## src/rtl/wb_req_arb_n.sv

```systemverilog
`default_nettype none
// ============================================================================
// wb_req_arb_n : N-input writeback/release request arbiter with grant lock
//                and a one-entry registered output stage.
// Revision     : 1.0
// ============================================================================
module wb_req_arb_n #(
  parameter int N_IN    = 2,
  parameter int TAG_W   = 20,
  parameter int IDX_W   = 6,
  parameter int PARAM_W = 3,
  parameter int WAY_W   = 8,
  parameter int RR      = 0,
  parameter int BEATS   = 1,
  localparam int SRC_W  = (N_IN > 1) ? $clog2(N_IN) : 1
) (
  input  logic                     clock,
  input  logic                     reset,
  input  logic [N_IN-1:0]          in_valid,
  output logic [N_IN-1:0]          in_ready,
  input  logic [N_IN*TAG_W-1:0]    in_tag,
  input  logic [N_IN*IDX_W-1:0]    in_idx,
  input  logic [N_IN*PARAM_W-1:0]  in_param,
  input  logic [N_IN*WAY_W-1:0]    in_way_en,
  input  logic                     out_ready,
  output logic                     out_valid,
  output logic [TAG_W-1:0]         out_tag,
  output logic [IDX_W-1:0]         out_idx,
  output logic [PARAM_W-1:0]       out_param,
  output logic [WAY_W-1:0]         out_way_en,
  output logic [SRC_W-1:0]         out_src,
  output logic                     out_voluntary,
  output logic                     out_last
);

  localparam int              CNT_W    = (BEATS > 1) ? $clog2(BEATS) : 1;
  localparam logic [CNT_W-1:0] LAST_CNT = CNT_W'(BEATS - 1);

  logic               out_valid_q, out_valid_d;
  logic [TAG_W-1:0]   out_tag_q, out_tag_d;
  logic [IDX_W-1:0]   out_idx_q, out_idx_d;
  logic [PARAM_W-1:0] out_param_q, out_param_d;
  logic [WAY_W-1:0]   out_way_en_q, out_way_en_d;
  logic [SRC_W-1:0]   out_src_q, out_src_d;
  logic               out_last_q, out_last_d;
  logic [CNT_W-1:0]   beat_cnt_q, beat_cnt_d;
  logic               locked_q, locked_d;
  logic [SRC_W-1:0]   lock_src_q, lock_src_d;
  logic [SRC_W-1:0]   rr_ptr_q, rr_ptr_d;

  logic               can_load;
  logic               xfer;
  logic               last_beat;
  logic               found_lo, found_hi;
  logic [SRC_W-1:0]   sel_lo, sel_hi, sel, grant;
  logic [TAG_W-1:0]   mux_tag;
  logic [IDX_W-1:0]   mux_idx;
  logic [PARAM_W-1:0] mux_param;
  logic [WAY_W-1:0]   mux_way_en;

  // Round-robin is the lowest valid channel above rr_ptr, else the lowest
  // valid channel overall; fixed priority uses the latter only.
  always_comb begin
    found_lo = 1'b0;
    found_hi = 1'b0;
    sel_lo   = '0;
    sel_hi   = '0;
    for (int j = N_IN - 1; j >= 0; j--) begin
      if (in_valid[j]) begin
        sel_lo   = SRC_W'(j);
        found_lo = 1'b1;
        if (SRC_W'(j) > rr_ptr_q) begin
          sel_hi   = SRC_W'(j);
          found_hi = 1'b1;
        end
      end
    end
    if (RR != 0 && found_hi) sel = sel_hi;
    else                     sel = sel_lo;
    grant = locked_q ? lock_src_q : sel;
  end

  assign can_load  = ~out_valid_q | out_ready;
  assign last_beat = (beat_cnt_q == LAST_CNT);

  always_comb begin
    in_ready   = '0;
    mux_tag    = '0;
    mux_idx    = '0;
    mux_param  = '0;
    mux_way_en = '0;
    for (int i = 0; i < N_IN; i++) begin
      in_ready[i] = reset & can_load & (grant == SRC_W'(i)) & (locked_q | in_valid[i]);
      if (grant == SRC_W'(i)) begin
        mux_tag    = in_tag[i*TAG_W +: TAG_W];
        mux_idx    = in_idx[i*IDX_W +: IDX_W];
        mux_param  = in_param[i*PARAM_W +: PARAM_W];
        mux_way_en = in_way_en[i*WAY_W +: WAY_W];
      end
    end
  end

  assign xfer = |(in_valid & in_ready);

  always_comb begin
    out_valid_d  = out_valid_q;
    out_tag_d    = out_tag_q;
    out_idx_d    = out_idx_q;
    out_param_d  = out_param_q;
    out_way_en_d = out_way_en_q;
    out_src_d    = out_src_q;
    out_last_d   = out_last_q;
    beat_cnt_d   = beat_cnt_q;
    locked_d     = locked_q;
    lock_src_d   = lock_src_q;
    rr_ptr_d     = rr_ptr_q;
    if (xfer) begin
      out_valid_d  = 1'b1;
      out_tag_d    = mux_tag;
      out_idx_d    = mux_idx;
      out_param_d  = mux_param;
      out_way_en_d = mux_way_en;
      out_src_d    = grant;
      out_last_d   = last_beat;
      beat_cnt_d   = last_beat ? '0 : beat_cnt_q + 1'b1;
      // With a single beat per grant last_beat is always set, so no lock.
      locked_d     = ~last_beat;
      if (!locked_q) begin
        lock_src_d = grant;
        rr_ptr_d   = grant;
      end
    end else if (out_ready) begin
      out_valid_d = 1'b0;
    end
  end

  always_ff @(posedge clock or negedge reset) begin
    if (!reset) begin
      out_valid_q  <= 1'b0;
      out_tag_q    <= '0;
      out_idx_q    <= '0;
      out_param_q  <= '0;
      out_way_en_q <= '0;
      out_src_q    <= '0;
      out_last_q   <= 1'b0;
      beat_cnt_q   <= '0;
      locked_q     <= 1'b0;
      lock_src_q   <= '0;
      rr_ptr_q     <= SRC_W'(N_IN - 1);
    end else begin
      out_valid_q  <= out_valid_d;
      out_tag_q    <= out_tag_d;
      out_idx_q    <= out_idx_d;
      out_param_q  <= out_param_d;
      out_way_en_q <= out_way_en_d;
      out_src_q    <= out_src_d;
      out_last_q   <= out_last_d;
      beat_cnt_q   <= beat_cnt_d;
      locked_q     <= locked_d;
      lock_src_q   <= lock_src_d;
      rr_ptr_q     <= rr_ptr_d;
    end
  end

  assign out_valid     = out_valid_q;
  assign out_tag       = out_tag_q;
  assign out_idx       = out_idx_q;
  assign out_param     = out_param_q;
  assign out_way_en    = out_way_en_q;
  assign out_src       = out_src_q;
  assign out_voluntary = |out_src_q;
  assign out_last      = out_last_q;

endmodule
`default_nettype wire

```

## config.mk

```make
export PLATFORM = sky130hd
export DESIGN_NAME = wb_req_arb_n
export DESIGN_NICKNAME = d
export VERILOG_FILES = /design/src/rtl/wb_req_arb_n.sv
export SDC_FILE = /design/constraint.sdc
export NUM_CORES = 1
export LEC_CHECK = 0
export ABC_AREA = 1
export ABC_CLOCK_PERIOD_IN_PS = 1100
export CORE_AREA = 2 2 80 82
export DETAILED_ROUTE_END_ITERATION = 7
export DIE_AREA = 0 0 82 84
export HOLD_SLACK_MARGIN = 0.12
export PLACE_DENSITY = 0.79
export SLEW_MARGIN = 20
export SYNTH_ARGS = -nofsm -noshare
export SYNTH_HDL_FRONTEND = slang
export SYNTH_SLANG_ARGS = --single-unit
```

## constraint.sdc

```tcl
create_clock -name clock -period 1.1 [get_ports clock]
set_input_delay 0.22 -clock clock [delete_from_list [all_inputs] [get_ports clock]]
set_output_delay 0.22 -clock clock [all_outputs]
set_load 0.02 [all_outputs]
```

Word-level counts from Yosys, hierarchy flattened
Cells that the tools add are included.
{"block": "word_totals", "ff_bits": 43, "latch_bits": 0, "ram_bits": 0, "romBits": 0, "in_bits": 79, "output_inout_bits": 43, "memories": 0}
{"block": "op_classes", "addsub": 1, "multipliers": 0, "n_div": 0, "order_cmp": 0, "n_eq_ne": 0, "n_shift": 0, "n_mux": 10, "n_bitwise": 13, "n_reduce_logical": 3}
{"operator": "$mux 20", "n": 1}
{"operator": "$mux 8", "n": 1}
{"operator": "$mux 1", "n": 6}
{"operator": "$mux 6", "n": 1}
{"operator": "$and 1x1->1", "n": 5}
{"operator": "$not 1->1", "n": 4}
{"operator": "$mux 3", "n": 1}
{"operator": "$or 1x1->1", "n": 3}
{"operator": "$and 2x2->2", "n": 1}
{"operator": "$reduce_and 2->1", "n": 1}
{"operator": "$reduce_bool 2->1", "n": 1}
{"operator": "$reduce_or 2->1", "n": 1}
{"operator": "$add 1x1->1 const B", "n": 1}

Logic depth before layout (Yosys ltp)
Gate-level depths: netlist of run 1.
{"block": "depth", "ltp_word": 9, "mapped_depth": 8, "mapped_depth_nobuf": 6}

Worst setup path before layout of run 1
OpenSTA, ideal clock, no wires.
{"block": "synth_path", "kind": "register -> register", "startpoint": "register out_valid_q (netlist: out_valid)", "endpoint": "register out_tag_q[11] (netlist: out_tag[11])", "setup_ps": 116, "arrival_ps": 1127, "slack_ps": -144, "stages_incl_launch_ff": 7, "period_less_slack_ps": 1244, "path_cell_list": "dfrtp_1 > nand2_1 > o211ai_1 > buf_4 > buf_2 > nand2_1 > nand2_1"}
{"block": "synth_between", "elab_chain_cells": 7, "word_cells_on_any_way": 9, "classes_between": "bitwise: 8; reduce/logical: 1"}
{"element": "start, declared", "line": "39", "rtl": "logic out_valid_q, out_valid_d;"}
{"element": "start signal, assigned", "line": "151", "rtl": "out_valid_q <= out_valid_d;"}
{"element": "$not 1->1 *", "line": "83", "rtl": "assign can_load = ~out_valid_q | out_ready;"}
{"element": "$or 1x1->1 *", "line": "83"}
{"element": "$and 1x1->1 *", "line": "93", "rtl": "in_ready[i] = reset & can_load & (grant == SRC_W'(i)) & (locked_q | in_valid[i]);"}
{"element": "$and 1x1->1 (2 in series)", "line": "93"}
{"element": "$and 2x2->2 *", "line": "103", "rtl": "assign xfer = |(in_valid & in_ready);"}
{"element": "$reduce_or 2->1 *", "line": "103"}
{"element": "end signal, assigned", "line": "152", "rtl": "out_tag_q <= out_tag_d;"}
{"element": "end, declared", "line": "40", "rtl": "logic [TAG_W-1:0] out_tag_q, out_tag_d;"}
Mark *: on every way between the ends. The rest lies on a longest branch, timed or not.
A chain may end at the register's enable or synchronous reset.

Worst setup path after layout of run 1
{"block": "layout_path", "startpoint": "register out_valid_q (netlist: out_valid)", "endpoint": "output port in_ready[1]"}
{"block": "layout_between", "elab_chain_cells": 5}
{"element": "$not 1->1", "line": "83"}
{"element": "$or 1x1->1", "line": "83"}
{"element": "$and 1x1->1 (3 in series)", "line": "93"}
{"element": "end, declared", "line": "20", "rtl": "output logic [N_IN-1:0] in_ready,"}
Every way passes these cells.

==> results.md, run 1 <==
* Finished Core Util at 0.573
* CTS Buf Count at 5
* Worst Tran Pin Value at 0.660 ns
* DRT Pass-1 Iters at 4
* Setup TNS Final at -3.88 ns
* Power Total at roughly 4.6 mW
* CTS root buffer: clkbuf_8
* Routability Congestion at around 0.73
* Cell Chain, Critical Path: nand2_4, nand3_2, inv_2, buf_6
* DRC Markers at 0
* Die Height at about 84 um
* Pin count of the biggest net entering global routing at 38
* Area of the multi-input gates at 950 um^2
* Final Max Slew Viols at 0
* First DRT Iteration DRCs at between 90 and 100
* Total GRT Usage at 0.183
* Die width at a little over 80 um
* PD cells at 1310 mW/mm^2
* Area share of the largest cell type after synthesis at 0.500
* Syn-to-layout area delta at 74.5%
* Clock Latency Late Sink at between 0.2 and 0.3 ns
* DP HPWL at between 4 and 5 mm
* IO buf count at between 100 and 150
* Via density at 4.28
* First-pass GRT wire length at approximately 9.8 mm
* Gr ovfl total at 0
* Worst setup margin at -0.163 ns
* Max Cap Violations at 0
* CP max stage cell: dfrtp_2
* Layout Nets at roughly 520
* Rows at 29
* RSZ-0062 raised after global routing: yes
* Drt wl/cell at 11.5 um
* Pre-CTS setup slack at -0.741 ns
* WHS at 0.257 ns
* GR Util met2 at 0.350
* Ranking of synthesized cells by area: dfrtp_1, nand2_1, buf_4
* M3 GR Usage at 0.0476
* Failing checks: setup timing
* Arr. time, crit path at about 1.0 ns
* Die area at between 0.006 and 0.007 mm^2
* Vias in the first global route at between 2k and 2.5k
* Mapped Nets at ~370
* Fmax at 792 MHz
* CTS tree: built
* Worst path max stage delay at 0.42 ns
* Peak supply drop at around 0.70 mV
* CP Launch Type: register
* Cell variety after synth at 11
* Yosys reg bits at 40
* Max-slew headroom at 0.560
* CP bufs+invs at 2
* CP Class: register to output pin
* Sequential area share after synthesis at 0.500
* Antenna cells at 0
* Clock Sinks at 40
* CP endpoint kind: output pin
* Ports at approximately 120
* Initial Util at 0.328
* CP max FO at 4
* Cell Area, Synth at ~0.002 mm^2
* Routed via count at between 2k and 2.5k
* H-tree depth at 2
* Top cell type by total area after synthesis: dfrtp_1
* CORE AREA at ~0.006 mm^2
* Status: finished with violations
* Layout cells sized above 1 at 0.222
* Period utilization at 1.15
* Synth Instances at between 200 and 300
* Clock buffer depth at 2
* Worst Hold Class: input pin to register
* Total Wirelength at 5.94 mm
* Endpoints failing setup at 42
* Gr busiest metal: met2
* Clock Skew at 0.00425 ns
* Leakage at a little under 2 nW
* Ys Warns at 0
* Worst path top cell family by delay: flip-flops
* Tmin final at around 1.3 ns
* Clock transition at path regs at roughly 0.070 ns
* Met1 GRT Util at 0.187
* Initial antenna violation count at 0
* Worst Path Required at around 0.88 ns
* Final hold vios at 0
* # fillers at approximately 590
* Antenna-violating nets left at 0
* FF/Latch Area at between 0.001 and 0.0015 mm^2
* Mapped Avg Cell Area at between 6 and 7 um^2
-- path summary, 6_finish.rpt --
| path | slack [ns] | start | end | cells after the start |
|---|---|---|---|---|
| hold / removal | 0.26 | out_ready | out_valid | 4 |
| hold reg to reg | 0.47 | out_last | out_last | 2 |
| setup / recovery | -0.16 | out_valid | in_ready[1] | 4 |
| setup reg to reg | -0.12 | out_valid | out_way_en[7] | 6 |
| min in group asynchronous | 0.30 | reset | out_tag[19] | 3 |
| max in group asynchronous | 0.30 | reset | out_valid | 3 |
-- metrics by stage --
stage | std cells | instance area, um^2
finish | 514 | 3490
global route | 514 | 3490
CTS | 512 | 3400
detailed placement | 501 | 3420
global placement | 501 | 3420
floorplan | 294 | 2020
-- cell usage after synthesis --
cell type and instances:
buf_1 1, buf_4 8, nand3_1 2, inv_1 6, dfrtp_1 40, nor2_1 1
buf_2 4, clkbuf_1 2, nand2_2 2, nand2_1 227, o211ai_1 1
-- worst register-to-register path: stages, from the launching register on --
cell and delay [ns]:
dfrtp_2 0.42, nand2_4 0.09, buf_4 0.10, o211ai_1 0.14
buf_4 0.23, nand2_1 0.07, nand2_1 0.06
-- cell families (layout without fill, tap and decap cells) --
logic type,after synthesis,in the layout,share of synthesized area
AOI/OAI and AO/OA,1,1,0.00375
DFF,40,40,0.500
buffers and inverters,21,164,0.0569
and+or+nand+nor,232,232,0.439
-- layout by cell type, fill, tap and decap left out, drive strengths merged --
cell and count:
clkinv 2, clkbuf 6, o211ai 1, dfrtp 40, dlygate4sd2 3, inv 6, nand3 2, dlymetal6s4s 1
buf 70, nand2 229, nor2 1, dlygate4sd3 1, dlymetal6s2s 1, clkdlybuf4s50 74
-- layer usage --
layer,vias up,wire length [um]
met5,-,0
met4,0,58
met3,7,417
met2,64,3120
met1,976,2340
li1,1152,-
-- layout make-up --
type,count,share of cell area
multi-input combinational,233,0.272
inverter,6,0.00645
tap,77,0.0276
clock inverter,2,0.00287
sequential,40,0.287
clock buffer,6,0.0237
timing repair buffer,150,0.380
-- state kept, by name, indices dropped and copies added, names as in the netlist --
register / count
out_param: 3
out_last: 1
out_idx: 6
out_tag: 20
out_way_en: 8
out_src: 1
out_valid: 1
-- what timing repair did --
action,4_1_cts,5_1_grt
buffers inserted,0,2
gates resized for setup,187,25
pin swaps,3,2
hold endpoints to repair,40,0
gates cloned,1,0
setup endpoints to repair,82,65
hold buffers,2,0
-- power breakdown --
| part | internal (mW) | switching, mW |
|---|---|---|
| clock network | 0.500 | 0.497 |
| logic | 0.818 | 0.887 |
| registers | 1.72 | 0.150 |
(Power assumes the default switching activity.)
==> inputs of run 2 (changes only) <==
--- a/config.mk
+++ b/config.mk
@@ -12,7 +12,6 @@
 export DIE_AREA = 0 0 82 84
 export HOLD_SLACK_MARGIN = 0.12
 export PLACE_DENSITY = 0.79
-export SLEW_MARGIN = 20
 export SYNTH_ARGS = -nofsm -noshare
 export SYNTH_HDL_FRONTEND = slang
 export SYNTH_SLANG_ARGS = --single-unit
==> results of run 2 <==
Final layout, timing and power as in run 1 (identical DEF).
